**src/rtl/jisp_pkg.sv**
```systemverilog
// Shared types and sizing helpers for the JISP front-end control blocks.
package jisp_pkg;

  typedef enum logic [2:0] {
    ST_IDLE,
    ST_ARM,
    ST_CAPTURE,
    ST_DRAIN,
    ST_DONE,
    ST_FLUSH
  } frame_state_e;

  // 4:2:0 MCU = four luma blocks plus one Cb and one Cr block.
  localparam int BLK_PER_MCU = 6;

  function automatic int blk_cnt_width(input int x_size, input int y_size);
    return $clog2(BLK_PER_MCU * (x_size / 16 + 1) * (y_size / 16 + 1));
  endfunction

endpackage

```
**src/rtl/jisp_drain_wdt.sv**
```systemverilog
// Loadable down-counter watchdog: raises o_timeout after TIMEOUT enabled
// cycles without a reload.
module jisp_drain_wdt #(
  parameter  int TIMEOUT = 65535,
  localparam int CW      = (TIMEOUT > 1) ? $clog2(TIMEOUT) : 1
) (
  input  logic clk,
  input  logic rst_n,
  input  logic i_load,
  input  logic i_en,
  output logic o_timeout
);

  logic [CW-1:0] r_cnt;

  // NOTE: clocked state uses non-blocking assignments so every flop samples pre-edge values.
  always_ff @(posedge clk or negedge rst_n) begin
    if (!rst_n) begin
      r_cnt <= '0;
    end else if (i_load) begin
      r_cnt <= CW'(TIMEOUT - 1);
    end else if (i_en && (r_cnt != '0)) begin
      r_cnt <= r_cnt - CW'(1);
    end
  end

  assign o_timeout = i_en && !i_load && (r_cnt == '0);

endmodule

```
**src/rtl/jpeg_frame_ctrl.sv**
```systemverilog
// Frame sequencer for the JISP front end: latches image size, gates camera
// pixels to start-of-frame, counts emitted 8x8 blocks and handles errors.
module jpeg_frame_ctrl
  import jisp_pkg::*;
#(
  parameter  int SENSOR_X_SIZE = 720,
  parameter  int SENSOR_Y_SIZE = 720,
  parameter  int DRAIN_TIMEOUT = 65535,
  localparam int XW            = $clog2(SENSOR_X_SIZE),
  localparam int YW            = $clog2(SENSOR_Y_SIZE),
  localparam int BLK_W         = blk_cnt_width(SENSOR_X_SIZE, SENSOR_Y_SIZE)
) (
  input  logic             clk,
  input  logic             resetn,
  input  logic             start,
  input  logic             abort,
  input  logic [XW-1:0]    x_size_m1_cfg,
  input  logic [YW-1:0]    y_size_m1_cfg,
  output logic [XW-1:0]    x_size_m1,
  output logic [YW-1:0]    y_size_m1,
  input  logic             yuvrgb_in_valid0,
  input  logic             yuvrgb_in_hold,
  input  logic [XW-1:0]    yuvrgb_in_pixel_count,
  input  logic [YW-1:0]    yuvrgb_in_line_count,
  input  logic             eof_in,
  output logic             pix_gate,
  input  logic             di_valid,
  input  logic             di_hold,
  input  logic [2:0]       di_cnt,
  output logic             dp_clr,
  output logic             busy,
  output logic             done,
  output logic             aborted,
  output logic             err_short,
  output logic             err_timeout,
  output logic [BLK_W-1:0] blk_count
);

  frame_state_e     r_state;
  logic [XW-1:0]    r_x_size_m1;
  logic [YW-1:0]    r_y_size_m1;
  logic [XW-1:0]    r_last_x;
  logic [YW-1:0]    r_last_y;
  logic [BLK_W-1:0] r_blk_total;
  logic [BLK_W-1:0] r_blk_count;
  logic             r_busy;
  logic             r_done;
  logic             r_flush_pulse;
  logic             r_err_short;
  logic             r_err_timeout;

  logic             w_sof;
  logic             w_pix_accept;
  logic             w_blk_done;
  logic             w_final_blk;
  logic             w_count_en;
  logic             w_start_ok;
  logic [XW-1:0]    w_last_x;
  logic [YW-1:0]    w_last_y;
  logic             w_short;
  logic [BLK_W-1:0] w_mcu_cols;
  logic [BLK_W-1:0] w_mcu_rows;
  logic             w_wdt_load;
  logic             w_wdt_en;
  logic             w_timeout;

  assign w_sof = yuvrgb_in_valid0 && (yuvrgb_in_pixel_count == '0) && (yuvrgb_in_line_count == '0);
  assign pix_gate     = (r_state == ST_CAPTURE) || ((r_state == ST_ARM) && w_sof);
  assign w_pix_accept = yuvrgb_in_valid0 && pix_gate && !yuvrgb_in_hold;
  assign w_start_ok   = (r_state == ST_IDLE) && start && !abort;

  assign w_blk_done  = di_valid && !di_hold && (di_cnt == 3'd7);
  assign w_final_blk = w_blk_done && (r_blk_count == r_blk_total - BLK_W'(1));
  assign w_count_en  = ((r_state == ST_CAPTURE) || (r_state == ST_DRAIN)) && w_blk_done
                       && !abort && (r_blk_count < r_blk_total);

  // The pixel accepted on the eof cycle itself counts as the last pixel.
  assign w_last_x = w_pix_accept ? yuvrgb_in_pixel_count : r_last_x;
  assign w_last_y = w_pix_accept ? yuvrgb_in_line_count : r_last_y;
  assign w_short  = (w_last_x != r_x_size_m1) || (w_last_y != r_y_size_m1);

  assign w_mcu_cols = BLK_W'(r_x_size_m1 >> 4) + BLK_W'(1);
  assign w_mcu_rows = BLK_W'(r_y_size_m1 >> 4) + BLK_W'(1);

  assign w_wdt_en   = (r_state == ST_DRAIN);
  assign w_wdt_load = ((r_state == ST_CAPTURE) && eof_in && !abort)
                   || ((r_state == ST_DRAIN) && w_blk_done);

  jisp_drain_wdt #(
    .TIMEOUT (DRAIN_TIMEOUT)
  ) u_drain_wdt (
    .clk       (clk),
    .rst_n     (resetn),
    .i_load    (w_wdt_load),
    .i_en      (w_wdt_en),
    .o_timeout (w_timeout)
  );

  // Sizes are frozen while busy, so the product settles during ARM.
  always_ff @(posedge clk or negedge resetn) begin
    if (!resetn) begin
      r_blk_total <= '0;
    end else begin
      r_blk_total <= BLK_W'(BLK_PER_MCU) * w_mcu_cols * w_mcu_rows;
    end
  end

  always_ff @(posedge clk or negedge resetn) begin
    if (!resetn) begin
      r_last_x <= '0;
      r_last_y <= '0;
    end else if (w_start_ok) begin
      r_last_x <= '0;
      r_last_y <= '0;
    end else if (w_pix_accept) begin
      r_last_x <= yuvrgb_in_pixel_count;
      r_last_y <= yuvrgb_in_line_count;
    end
  end

  always_ff @(posedge clk or negedge resetn) begin
    if (!resetn) begin
      r_state       <= ST_IDLE;
      r_x_size_m1   <= '0;
      r_y_size_m1   <= '0;
      r_blk_count   <= '0;
      r_busy        <= 1'b0;
      r_done        <= 1'b0;
      r_flush_pulse <= 1'b0;
      r_err_short   <= 1'b0;
      r_err_timeout <= 1'b0;
    end else begin
      r_done        <= 1'b0;
      r_flush_pulse <= 1'b0;
      if (w_count_en) r_blk_count <= r_blk_count + BLK_W'(1);

      unique case (r_state)
        ST_IDLE: begin
          if (w_start_ok) begin
            r_x_size_m1   <= x_size_m1_cfg;
            r_y_size_m1   <= y_size_m1_cfg;
            r_blk_count   <= '0;
            r_err_short   <= 1'b0;
            r_err_timeout <= 1'b0;
            r_busy        <= 1'b1;
            r_state       <= ST_ARM;
          end
        end
        ST_ARM: begin
          if (abort) begin
            r_busy        <= 1'b0;
            r_flush_pulse <= 1'b1;
            r_state       <= ST_FLUSH;
          end else if (w_sof && !yuvrgb_in_hold) begin
            r_state <= ST_CAPTURE;
          end
        end
        ST_CAPTURE: begin
          if (abort) begin
            r_busy        <= 1'b0;
            r_flush_pulse <= 1'b1;
            r_state       <= ST_FLUSH;
          end else if (eof_in) begin
            if (w_short) r_err_short <= 1'b1;
            if (w_final_blk) begin
              r_busy  <= 1'b0;
              r_done  <= 1'b1;
              r_state <= ST_DONE;
            end else begin
              r_state <= ST_DRAIN;
            end
          end
        end
        ST_DRAIN: begin
          if (abort) begin
            r_busy        <= 1'b0;
            r_flush_pulse <= 1'b1;
            r_state       <= ST_FLUSH;
          end else if (w_timeout) begin
            r_err_timeout <= 1'b1;
            r_busy        <= 1'b0;
            r_flush_pulse <= 1'b1;
            r_state       <= ST_FLUSH;
          end else if (w_final_blk) begin
            r_busy  <= 1'b0;
            r_done  <= 1'b1;
            r_state <= ST_DONE;
          end
        end
        ST_DONE:  r_state <= ST_IDLE;
        ST_FLUSH: r_state <= ST_IDLE;
        default:  r_state <= ST_IDLE;
      endcase
    end
  end

  assign x_size_m1   = r_x_size_m1;
  assign y_size_m1   = r_y_size_m1;
  assign busy        = r_busy;
  assign done        = r_done;
  assign aborted     = r_flush_pulse;
  assign dp_clr      = r_flush_pulse;
  assign err_short   = r_err_short;
  assign err_timeout = r_err_timeout;
  assign blk_count   = r_blk_count;

endmodule

```
**config.mk**
```make
export PLATFORM = sky130hd
export DESIGN_NAME = jpeg_frame_ctrl
export DESIGN_NICKNAME = d
export VERILOG_FILES = /design/src/rtl/jisp_pkg.sv /design/src/rtl/jisp_drain_wdt.sv /design/src/rtl/jpeg_frame_ctrl.sv
export SDC_FILE = /design/constraint.sdc
export NUM_CORES = 1
export LEC_CHECK = 0
export CAP_MARGIN = 20
export CORE_ASPECT_RATIO = 1.1
export CORE_UTILIZATION = 43
export CTS_BUF_LIST = sky130_fd_sc_hd__clkbuf_8
export DETAILED_ROUTE_END_ITERATION = 8
export GPL_ROUTABILITY_DRIVEN = 0
export SYNTH_ARGS = -nofsm -noshare
export SYNTH_HDL_FRONTEND = slang
export SYNTH_SLANG_ARGS = --single-unit
```
**constraint.sdc**
```tcl
create_clock -name clk -period 10.8 [get_ports clk]
set_clock_uncertainty 0.2 [all_clocks]
set_input_delay 2.16 -clock clk [delete_from_list [all_inputs] [get_ports clk]]
set_output_delay 2.16 -clock clk [all_outputs]
set_load 0.01 [all_outputs]
```
# Word-level counts from Yosys, hierarchy flattened
# Index checks and enable logic that the tools add are counted.
[classes] add_sub_neg=5 muxes=45 n_shift=0 magnitude_cmp=1 eq_ne=17 multipliers=2 n_div=0 n_bitwise=0 n_reduce_logical=43
[ops] cell="2-to-1 mux 14 bit" count=3
[ops] cell="2-to-1 mux 10 bit" count=4
[ops] cell="2-to-1 mux 16 bit" count=2
[ops] cell="2-to-1 mux 3 bit" count=9
[ops] cell="2-to-1 mux 1 bit" count=21
[ops] cell="logical AND 1 bit" count=20
[ops] cell="zero test 10 bit" count=2
[ops] cell="!= test 10 bit" count=2
[ops] cell="zero test 16 bit" count=1
[ops] cell="nonzero test 16 bit" count=1
[ops] cell="subtractor 16 x 1 -> 16 bit (second input constant)" count=1
[ops] cell="adder 14 x 1 -> 14 bit (second input constant)" count=1
[ops] cell="adder 6 x 1 -> 7 bit (second input constant)" count=2
[ops] cell="equality test 14 bit" count=1
[ops] cell="< comparator 14 bit" count=1
[ops] cell="!= test 2 bit (second input constant)" count=7
[ops] cell="subtractor 14 x 1 -> 14 bit (second input constant)" count=1
[ops] cell="multiplier 9 x 7 -> 13 bit" count=1
[ops] cell="case mux 3 bit (4 select lines)" count=1
[ops] cell="AND reduction 4 bit" count=3
[ops] cell="multiplier 2 x 7 -> 9 bit (first input constant)" count=1
[ops] cell="case mux 1 bit (2 select lines)" count=4
[ops] cell="equality test 3 x 2 -> 1 bit (second input constant)" count=2
[ops] cell="nonzero test 2 bit" count=3
[ops] cell="other kinds (13)" count=19
[word_totals] wordCells=126 ramBits=0 romBits=0 mem_count=0 latchBits=0 reg_bits=91 out_inout_bits=41 input_bits=52

# Logic depth before layout (Yosys ltp)
# Gate-level depths: netlist (run 1).
[logic_depth] depth_word=14 mapped_depth=26 ltp_nobuf=26

# By module
# A second synthesis (run 1) with hierarchy kept.
[hier_totals] hier_cells=825 hier_area_um2=7393.3
[by_module_without_submodules] module="jpeg_frame_ctrl" area_each_um2=6492.5 cells_each=728 seq_area_each_um2=1876.8 instances=1
[by_module_without_submodules] module="jisp_drain_wdt" area_each_um2=900.9 cells_each=97 seq_area_each_um2=400.4 instances=1

# Least setup slack after synthesis (run 1)
# No wires, ideal clock.
[synth_path] path_kind="reg-to-reg" start="reg r_x_size_m1[4], in the netlist x_size_m1[4]" end="reg r_blk_total[13]" slack_ns=4.968 required_time_ns=10.473 period_less_slack_ns=5.832 path_buffers=1 setup_time_ns=0.127 arrival_time_ns=5.506 stages_incl_launch_ff=26 path_cell_list="dfrtp_1 > clkbuf_1 > nand3_1 > xnor2_1 > ha_1 > a21oi_1 > inv_1 > a21oi_1 > xor2_1 > nor2_1 > fa_1 > inv_1 > fa_1 > inv_1 > fa_1 > inv_1 > fa_1 > inv_1 > ha_1 > nand2_1 > o21ai_0 > o21ai_0 > nand2b_1 > a21oi_1 > o21ai_0 > xnor2_1"
[synth_via] elab_chain_len=3
[synth_lines] element="start, declared" line_no="jpeg_frame_ctrl.sv:40" source="logic [XW-1:0] r_x_size_m1;"
[synth_lines] element="start signal, assigned" line_no="jpeg_frame_ctrl.sv:140" source="r_x_size_m1 <= x_size_m1_cfg;"
[synth_lines] element="adder 6 x 1 -> 7 bit" line_no="jpeg_frame_ctrl.sv:82" source="assign w_mcu_cols = BLK_W'(r_x_size_m1 >> 4) + BLK_W'(1);"
[synth_lines] element="multiplier 2 x 7 -> 9 bit" line_no="jpeg_frame_ctrl.sv:104" source="r_blk_total <= BLK_W'(BLK_PER_MCU) * w_mcu_cols * w_mcu_rows;"
[synth_lines] element="multiplier 9 x 7 -> 13 bit" line_no="jpeg_frame_ctrl.sv:104"
[synth_lines] element="end signal, assigned" line_no="jpeg_frame_ctrl.sv:104"
[synth_lines] element="end, declared" line_no="jpeg_frame_ctrl.sv:44" source="logic [BLK_W-1:0] r_blk_total;"
# No other way between the ends.
# A chain may end at the register's enable or synchronous reset.

# Worst setup path in the final report (run 1)
# Ends and elaborated chain as after synthesis.

==> results of run 1 <==
-- how the worst max path moves through the flow --
stage / end / slack, ns / depth (start not counted)
CTS: r_blk_total[13] / 4.19 / 24
floorplan: r_blk_total[13] / 4.97 / 25
global placement: pix_gate / 4.32 / 6
finish: r_blk_total[13] / 4.22 / 24
detailed placement: r_blk_total[13] / 4.21 / 24
global route: r_blk_total[13] / 3.59 / 26
-- final cells by class --
cell class	instances	area, sq um
clock buffer	10	138
clock inverter	6	63.8
fill	1455	7540
inverter	61	229
multi-input combinational	599	4340
sequential	91	2280
tap	200	250
timing repair buffer	96	961
-- per-stage QoR --
step	area (sq um)	std cells	hold slack (ns)	utilization	worst slack, ns
floorplan	6970	780	0.282	-	4.97
global placement	8040	1046	0.289	0.509	4.32
detailed placement	8040	1046	0.306	0.509	4.21
CTS	8240	1062	0.333	0.522	4.19
global route	8260	1063	0.363	0.523	3.59
finish	8260	1063	0.320	0.523	4.22
-- routing by layer --
layer | up-vias | share of wire
met2 | 135 | 0.50
li1 | 2774 | -
met4 | 0 | 0.013
met5 | - | 0
met3 | 14 | 0.037
met1 | 2852 | 0.45
-- flip-flops by register name, indices dropped and copies added, names as in the netlist, 3 cells and up --
signal             flops
r_state                3
r_last_x              10
r_last_y              10
u_drain_wdt.r_cnt     16
blk_count             14
y_size_m1             10
r_blk_total           13
x_size_m1             10
-- cell usage after synthesis, types with 2 or more instances --
cell type / instances / area [sq um]
dfrtp_1: 91 / 2280
and4_1: 3 / 26.3
or2_2: 13 / 81.3
a21o_1: 7 / 52.6
or4_1: 5 / 37.5
o22ai_1: 2 / 12.5
o211ai_1: 3 / 22.5
or3_1: 3 / 18.8
mux2i_1: 22 / 220
and2_1: 4 / 25.0
o31ai_1: 4 / 30.0
a211oi_1: 3 / 22.5
a222oi_1: 2 / 20.0
o31a_1: 2 / 17.5
o2111ai_1: 2 / 17.5
nor4_1: 12 / 75.1
nand3_1: 24 / 120
xnor2_1: 67 / 587
nor2b_1: 6 / 37.5
nand2b_1: 8 / 50.1
o21ai_0: 20 / 100
nand4_1: 14 / 87.6
buf_6: 2 / 22.5
a211o_1: 2 / 17.5
clkbuf_1: 25 / 93.8
a22o_1: 2 / 17.5
xor2_1: 22 / 193
nor3_1: 16 / 80.1
o21a_1: 6 / 45.0
nand2_1: 89 / 334
nor2_1: 100 / 375
a221oi_1: 3 / 26.3
ha_1: 48 / 601
and3_1: 7 / 43.8
fa_1: 32 / 641
inv_1: 61 / 229
a21oi_1: 28 / 140
nor3b_1: 4 / 30.0
-- kinds of logic (layout without fill, tap and decap cells) --
| family | Yosys count | count (layout) | share of synthesized area |
|---|---|---|---|
| AO/OA/AOI/OAI | 96 | 96 | 0.0894 |
| adder cells (fa/ha/maj) | 80 | 80 | 0.178 |
| buffers and inverters | 90 | 173 | 0.0511 |
| multiplexers | 23 | 23 | 0.0332 |
| XOR/XNOR | 89 | 89 | 0.112 |
| AND/OR/NAND/NOR | 311 | 311 | 0.210 |
| flip-flops | 91 | 91 | 0.327 |
-- worst register-to-register path: stages (launching register included) --
cell and delay (ns):
dfrtp_1 0.67, inv_1 0.22, ha_1 0.37, inv_1 0.05, ha_1 0.26, a21o_1 0.20
a21oi_1 0.27, inv_1 0.07, a21oi_1 0.17, xor2_1 0.44, nor2_1 0.14, fa_1 0.56
fa_1 0.44, fa_1 0.54, inv_1 0.05, fa_1 0.52, inv_1 0.04, ha_1 0.33
nand2_1 0.08, o21ai_0 0.10, o21ai_0 0.17, nand2b_1 0.07, a21oi_1 0.21, o21ai_0 0.14
xnor2_1 0.14
==> results_dict.tcl, run 1 <==
set metrics [dict create \
    crit_buf_inv 5 \
    max_freq_mhz 152 \
    hold_viol 0 \
    grt_util_met3 0.0223 \
    synth_edf_count 0 \
    critical-path-top-delay-family "adder cells" \
    layout_commonest_cell "nor2_1" \
    grt_overflow 0 \
    end_kind "flip-flop" \
    setup_viol 0 \
    maxSlewHeadroom 0.386 \
    vias 5775 \
    hp-start "busy" \
    synth_nets 912 \
    whs_path_depth 2 \
    grt.met2_usage 0.383 \
    root_buffer "clkbuf_8" \
    grtUsageTotal 0.222 \
    grt_max_degree 71 \
    synthDistinctLibCells 54 \
    max_stage_delay_ns 0.67 \
    tns_ns 0 \
    ys_ff_latch 91 \
    crit_path_start_kind "flip-flop" \
    grt-busiest-layer "met2" \
    antenna_cells 0 \
    min_path_type "flip-flop to flip-flop" \
    dieHeight_um 136 \
    maxCapViolations 0 \
    synth_area_sq_um 6970 \
    final_cell_mix "100 x nor2_1, 91 x dfrtp_1, 91 x clkdlybuf4s50_1" \
    startpoint "x_size_m1[4]" \
    syn_to_final_growth_pct 18.4 \
    worst-path-max-fanout 15 \
    crit_top_cell "inv_1" \
    ff2ff_path_depth 24 \
    clock_path_buffers 2 \
    fin_crit_ns 6.58 \
    path_class "flip-flop to flip-flop" \
    r2r-start "x_size_m1[4]" \
    coreArea_sq_um 15800 \
    cts_hold_buf 0 \
    synth_flop_cell "dfrtp_1" \
    holdPathEnd "busy" \
    grt_pass1_wl_um 28600 \
    fin_crit_sh 0.609 \
    drc_errors 0 \
    ant_nets 0 \
    antenna_found_initial 0 \
    cts_tree "done" \
    cts_setup_buffers 0 \
    slew_viol_final 0 \
    drive_gt1_frac 0.0440 \
    cts_resized 0 \
    ios 93 \
    finalNetCount 990 \
    first_pass_iters 5 \
    cts_made_buffers 9 \
    drtIter0Drc 356 \
    drt_wl_total_um 17500 \
    yosysWarnings 0 \
    outcome "completed" \
    synth-seq-area-share 0.327 \
    crit_chain "inv_1 > ha_1 > inv_1 > ha_1 > a21o_1 > a21oi_1 > inv_1 > a21oi_1 > xor2_1 > nor2_1 > fa_1 > fa_1 > fa_1 > inv_1 > fa_1 > inv_1 > ha_1 > nand2_1 > o21ai_0 > o21ai_0 > nand2b_1 > a21oi_1 > o21ai_0 > xnor2_1" \
    crit_arrival_ns 6.63 \
    rows 48 \
    hpwlAfterDp_um 13600 \
    worst_pin_slew_ns 0.922 \
    grtUsageMet1 0.292 \
    clkTransAtPathRegs_ns 0.10 \
    viasPerCell 5.43 \
    dieArea_sq_um 16700 \
    syn_avg_cell_area_sq_um 8.94 \
    synthCells 780 \
    cpMaxStageDelayCell "dfrtp_1" \
    reg2reg_to "r_blk_total[13]" \
    r2r_slack_ns 4.22 \
    numPortBuffers 92 \
    cp.required_ns 10.85 \
    cts_sinks 91 \
    rsz0062_at_grt "false" \
    synthArstFlopShare 1.00 \
    h-tree-depth 3 \
    start_util 0.441 \
    grt_pass1_vias 5676 \
    clk_latency_ns 0.37 \
    fp.dieW_um 123 \
    wl_per_cell_um 16.5 \
]
Power of run 1 is not shown: default switching activity piles up to over one toggle a cycle in this logic, so the estimate is an artifact.
==> inputs of run 2 (changes only) <==
Clock period 10.8 ns to 6.5 ns, I/O delays scaled along.
==> results_dict.tcl, run 2 (synthesis gave the netlist of run 1 again) <==
set metrics [dict create \
    largest-register "u_drain_wdt.r_cnt" \
    dieHeight_um 136 \
    antenna_cells 0 \
    clock_path_buffers 2 \
    root_buffer "clkbuf_8" \
    first_pass_iters 6 \
    cts_sinks 91 \
    hp-start "busy" \
    drt_wl_total_um 17800 \
    cts_tree "done" \
    vias 5819 \
    drive_gt1_frac 0.0596 \
    grt_max_degree 66 \
    ant_nets 0 \
    finalNetCount 1000 \
    min_path_type "flip-flop to flip-flop" \
    tns_ns 0 \
    ios 93 \
    worst_pin_slew_ns 0.871 \
    r2r-start "x_size_m1[5]" \
    layout_commonest_cell "nor2_1" \
    largest_reg_flops 16 \
    drtIter0Drc 397 \
    holdPathEnd "busy" \
    numPortBuffers 92 \
    max_freq_mhz 164 \
    syn_to_final_growth_pct 20.2 \
    wl_per_cell_um 16.6 \
    crit_path_start_kind "flip-flop" \
    coreArea_sq_um 15800 \
    cp.required_ns 6.54 \
    hold_viol 0 \
    grt_pass1_wl_um 29100 \
    ff2ff_path_depth 23 \
    hpwlAfterDp_um 13600 \
    whs_path_depth 2 \
    reg2reg_to "r_blk_total[13]" \
    setup_viol 0 \
    drc_errors 0 \
    r2r_slack_ns 0.40 \
    h-tree-depth 3 \
    slew_viol_final 0 \
    fin_util 0.530 \
    outcome "completed" \
    maxCapViolations 0 \
    viasPerCell 5.42 \
    path_class "flip-flop to flip-flop" \
    fp.dieW_um 123 \
    crit_arrival_ns 6.14 \
    maxSlewHeadroom 0.419 \
    startpoint "x_size_m1[5]" \
    clk_latency_ns 0.37 \
    clkTransAtPathRegs_ns 0.10 \
    dieArea_sq_um 16700 \
    cts_hold_buf 0 \
    grtUsageTotal 0.226 \
    worst-path-max-fanout 8 \
    antenna_found_initial 0 \
    final_cell_mix "100 x nor2_1, 91 x clkdlybuf4s50_1, 89 x nand2_1, 89 x dfrtp_1, 67 x xnor2_1" \
    start_util 0.441 \
    fin_crit_sh 0.938 \
    grt_pass1_vias 5718 \
    end_kind "flip-flop" \
    rows 48 \
    cts_made_buffers 9 \
    fin_crit_ns 6.10 \
    grt_overflow 0 \
]
==> run 2: how the worst max path moves through the flow <==
stage / slack (ns) / depth (start not counted) / end
after floorplan: 0.67 / 25 / r_blk_total[13]
after global placement: 0.43 / 25 / r_blk_total[13]
after detailed placement: 0.20 / 25 / r_blk_total[13]
after CTS: 0.15 / 25 / r_blk_total[13]
after global routing: -0.04 / 25 / r_blk_total[13]
final: 0.40 / 23 / r_blk_total[13]
==> run 2: layout make-up <==
| class | count | area (sq um) |
|---|---|---|
| repair buffers | 106 | 1040 |
| clock inverters | 6 | 81.3 |
| multi-input cells | 599 | 4370 |
| well taps | 200 | 250 |
| inverters | 61 | 229 |
| clock buffers | 10 | 138 |
| fillers | 1443 | 7420 |
| flip-flops and latches | 91 | 2280 |
==> run 2: critical path, stage by stage (launching register included) <==
cell and delay [ns]:
dfrtp_2 0.48, ha_1 0.23, xor2_1 0.21, ha_1 0.27, a21o_1 0.21, a21oi_2 0.24
inv_1 0.06, a21oi_1 0.27, xor2_2 0.28, nor2_1 0.11, fa_1 0.55, fa_1 0.44
fa_1 0.55, inv_1 0.05, fa_1 0.52, inv_1 0.04, ha_1 0.34, nand2_1 0.08
o21ai_0 0.09, o21ai_0 0.16, nand2b_1 0.08, a21oi_1 0.22, o21ai_0 0.14, xnor2_1 0.14
==> run 2: what timing repair did <==
item	4_1_cts	5_1_grt
buffers inserted	0	5
gates resized for setup	0	6
setup endpoints to repair	0	3
==> run 2: metrics by stage <==
| step | cells | hold WS, ns | worst slack, ns | area (sq um) |
|---|---|---|---|---|
| 6_report | 1073 | 0.318 | 0.402 | 8380 |
| 4_1_cts | 1068 | 0.322 | 0.154 | 8310 |
| 2_1_floorplan | 780 | 0.282 | 0.668 | 6970 |
| 5_1_grt | 1073 | 0.368 | -0.0434 | 8380 |
| 3_5_place_dp | 1052 | 0.302 | 0.205 | 8090 |
| 3_3_place_gp | 1051 | 0.288 | 0.427 | 8070 |
==> run 2: per-layer routing <==
layer / vias to the layer above / global-route usage / part of all wire
met1: 2865 / 0.308 / 0.45
met2: 149 / 0.362 / 0.48
met5: - / 0 / 0
met4: 0 / 0.0736 / 0.015
li1: 2790 / - / -
met3: 15 / 0.0391 / 0.047
Power of run 2 is left out for the same reason.
==> inputs of run 3 (changes only) <==
Settings changed: CORE_ASPECT_RATIO 1.1 to 0.5, CORE_MARGIN set to 2.
==> results_dict.tcl, run 3 (synthesis gave the netlist of run 1 again) <==
set metrics [dict create \
    outcome "completed" \
    start_util 0.446 \
    finalNetCount 994 \
    cts_sinks 91 \
    fin_crit_sh 0.934 \
    wl_per_cell_um 16.1 \
    fin_cells 1070 \
    fp.dieW_um 184 \
    clkTransAtPathRegs_ns 0.10 \
    final_cell_mix "100 x nor2_1, 91 x clkdlybuf4s50_1, 90 x dfrtp_1" \
    vias 5666 \
    largest-register "u_drain_wdt.r_cnt" \
    worst_pin_slew_ns 0.915 \
    dieHeight_um 94.0 \
    syn_to_final_growth_pct 19.6 \
    crit_arrival_ns 6.14 \
    cp.required_ns 6.56 \
    antenna_cells 0 \
    grt_pass1_vias 5705 \
    hp-start "busy" \
    end_kind "flip-flop" \
    tns_ns 0 \
    hold_viol 0 \
    rsz0062_at_grt "false" \
    maxCapViolations 0 \
    hpwlAfterDp_um 13400 \
    grt_pass1_wl_um 28700 \
    clock_path_buffers 2 \
    r2r_slack_ns 0.43 \
    h-tree-depth 3 \
    grt_overflow 0 \
    setup_viol 0 \
    crit_path_start_kind "flip-flop" \
    cts_hold_buf 0 \
    antenna_found_initial 0 \
    holdPathEnd "busy" \
    rows 32 \
    cts_tree "done" \
    slew_viol_final 0 \
    drc_errors 0 \
    clk_latency_ns 0.37 \
    drive_gt1_frac 0.0508 \
    path_class "flip-flop to flip-flop" \
    drt_wl_total_um 17300 \
    first_pass_iters 5 \
    reg2reg_to "r_blk_total[13]" \
    min_path_type "flip-flop to flip-flop" \
    maxSlewHeadroom 0.390 \
    ant_nets 0 \
    fin_crit_ns 6.07 \
    worst-path-max-fanout 9 \
    ios 93 \
    placedCellCount 1054 \
    grtUsageTotal 0.214 \
    layout_commonest_cell "nor2_1" \
    root_buffer "clkbuf_8" \
    coreArea_sq_um 15600 \
    viasPerCell 5.30 \
    max_freq_mhz 165 \
    grt_max_degree 72 \
    r2r-start "x_size_m1[4]" \
    cts_made_buffers 9 \
    drtIter0Drc 261 \
    ff2ff_path_depth 24 \
    numPortBuffers 92 \
    largest_reg_flops 16 \
    dieArea_sq_um 17300 \
    whs_path_depth 2 \
]
run 3: area by class of cell:
class                      count  area, sq um
fill                        1461         7280
clock buffer                   9          124
tap                          204          255
sequential                    91         2280
multi-input combinational    599         4370
inverter                      61          229
timing repair buffer         100          978
clock inverter                 6          106
run 3: through the flow:
stage                     utilization  instance area (sq um)  hold WS, ns  setup WS, ns
final                           0.534                   8340        0.318         0.427
after global routing            0.534                   8340        0.373        0.0325
after CTS                       0.532                   8300        0.326        0.0143
after detailed placement        0.517                   8070        0.305        0.0577
after global placement          0.517                   8070        0.288         0.358
after floorplan                     -                   6970        0.282         0.668
run 3: worst max path at each step:
stage,startpoint,to
global route,x_size_m1[4],r_blk_total[13]
CTS,x_size_m1[4],r_blk_total[13]
detailed placement,x_size_m1[4],r_blk_total[13]
global placement,x_size_m1[4],r_blk_total[13]
finish,x_size_m1[4],r_blk_total[13]
floorplan,x_size_m1[4],r_blk_total[13]
run 3: routing by layer:
layer  routed length, um  GRT usage  vias to the layer above
li1                    -          -                     2774
met3                 813     0.0457                        9
met1                8440      0.298                     2769
met4                 122     0.0400                        0
met5                   0          0                        -
met2                7890      0.347                      114
run 3: worst max-delay path, stage by stage (launching register included):
cell and delay, ns:
dfrtp_2 0.47, inv_1 0.14, ha_1 0.34, inv_1 0.05, ha_1 0.27, a21o_1 0.21
a21oi_2 0.23, inv_1 0.07, a21oi_1 0.25, xor2_2 0.20, nor2_1 0.09, fa_1 0.56
fa_1 0.44, fa_1 0.54, inv_1 0.05, fa_1 0.52, inv_1 0.04, ha_1 0.34
nand2_1 0.09, o21ai_1 0.08, o21ai_0 0.20, nand2b_1 0.08, a21oi_1 0.21, o21ai_0 0.14
xnor2_1 0.14
run 3: timing repair:
action / CTS / global route
endpoints found under the setup margin: 0 / 5
resized for setup: 0 / 6
buffers inserted: 0 / 1
Power of run 3 is left out for the same reason.
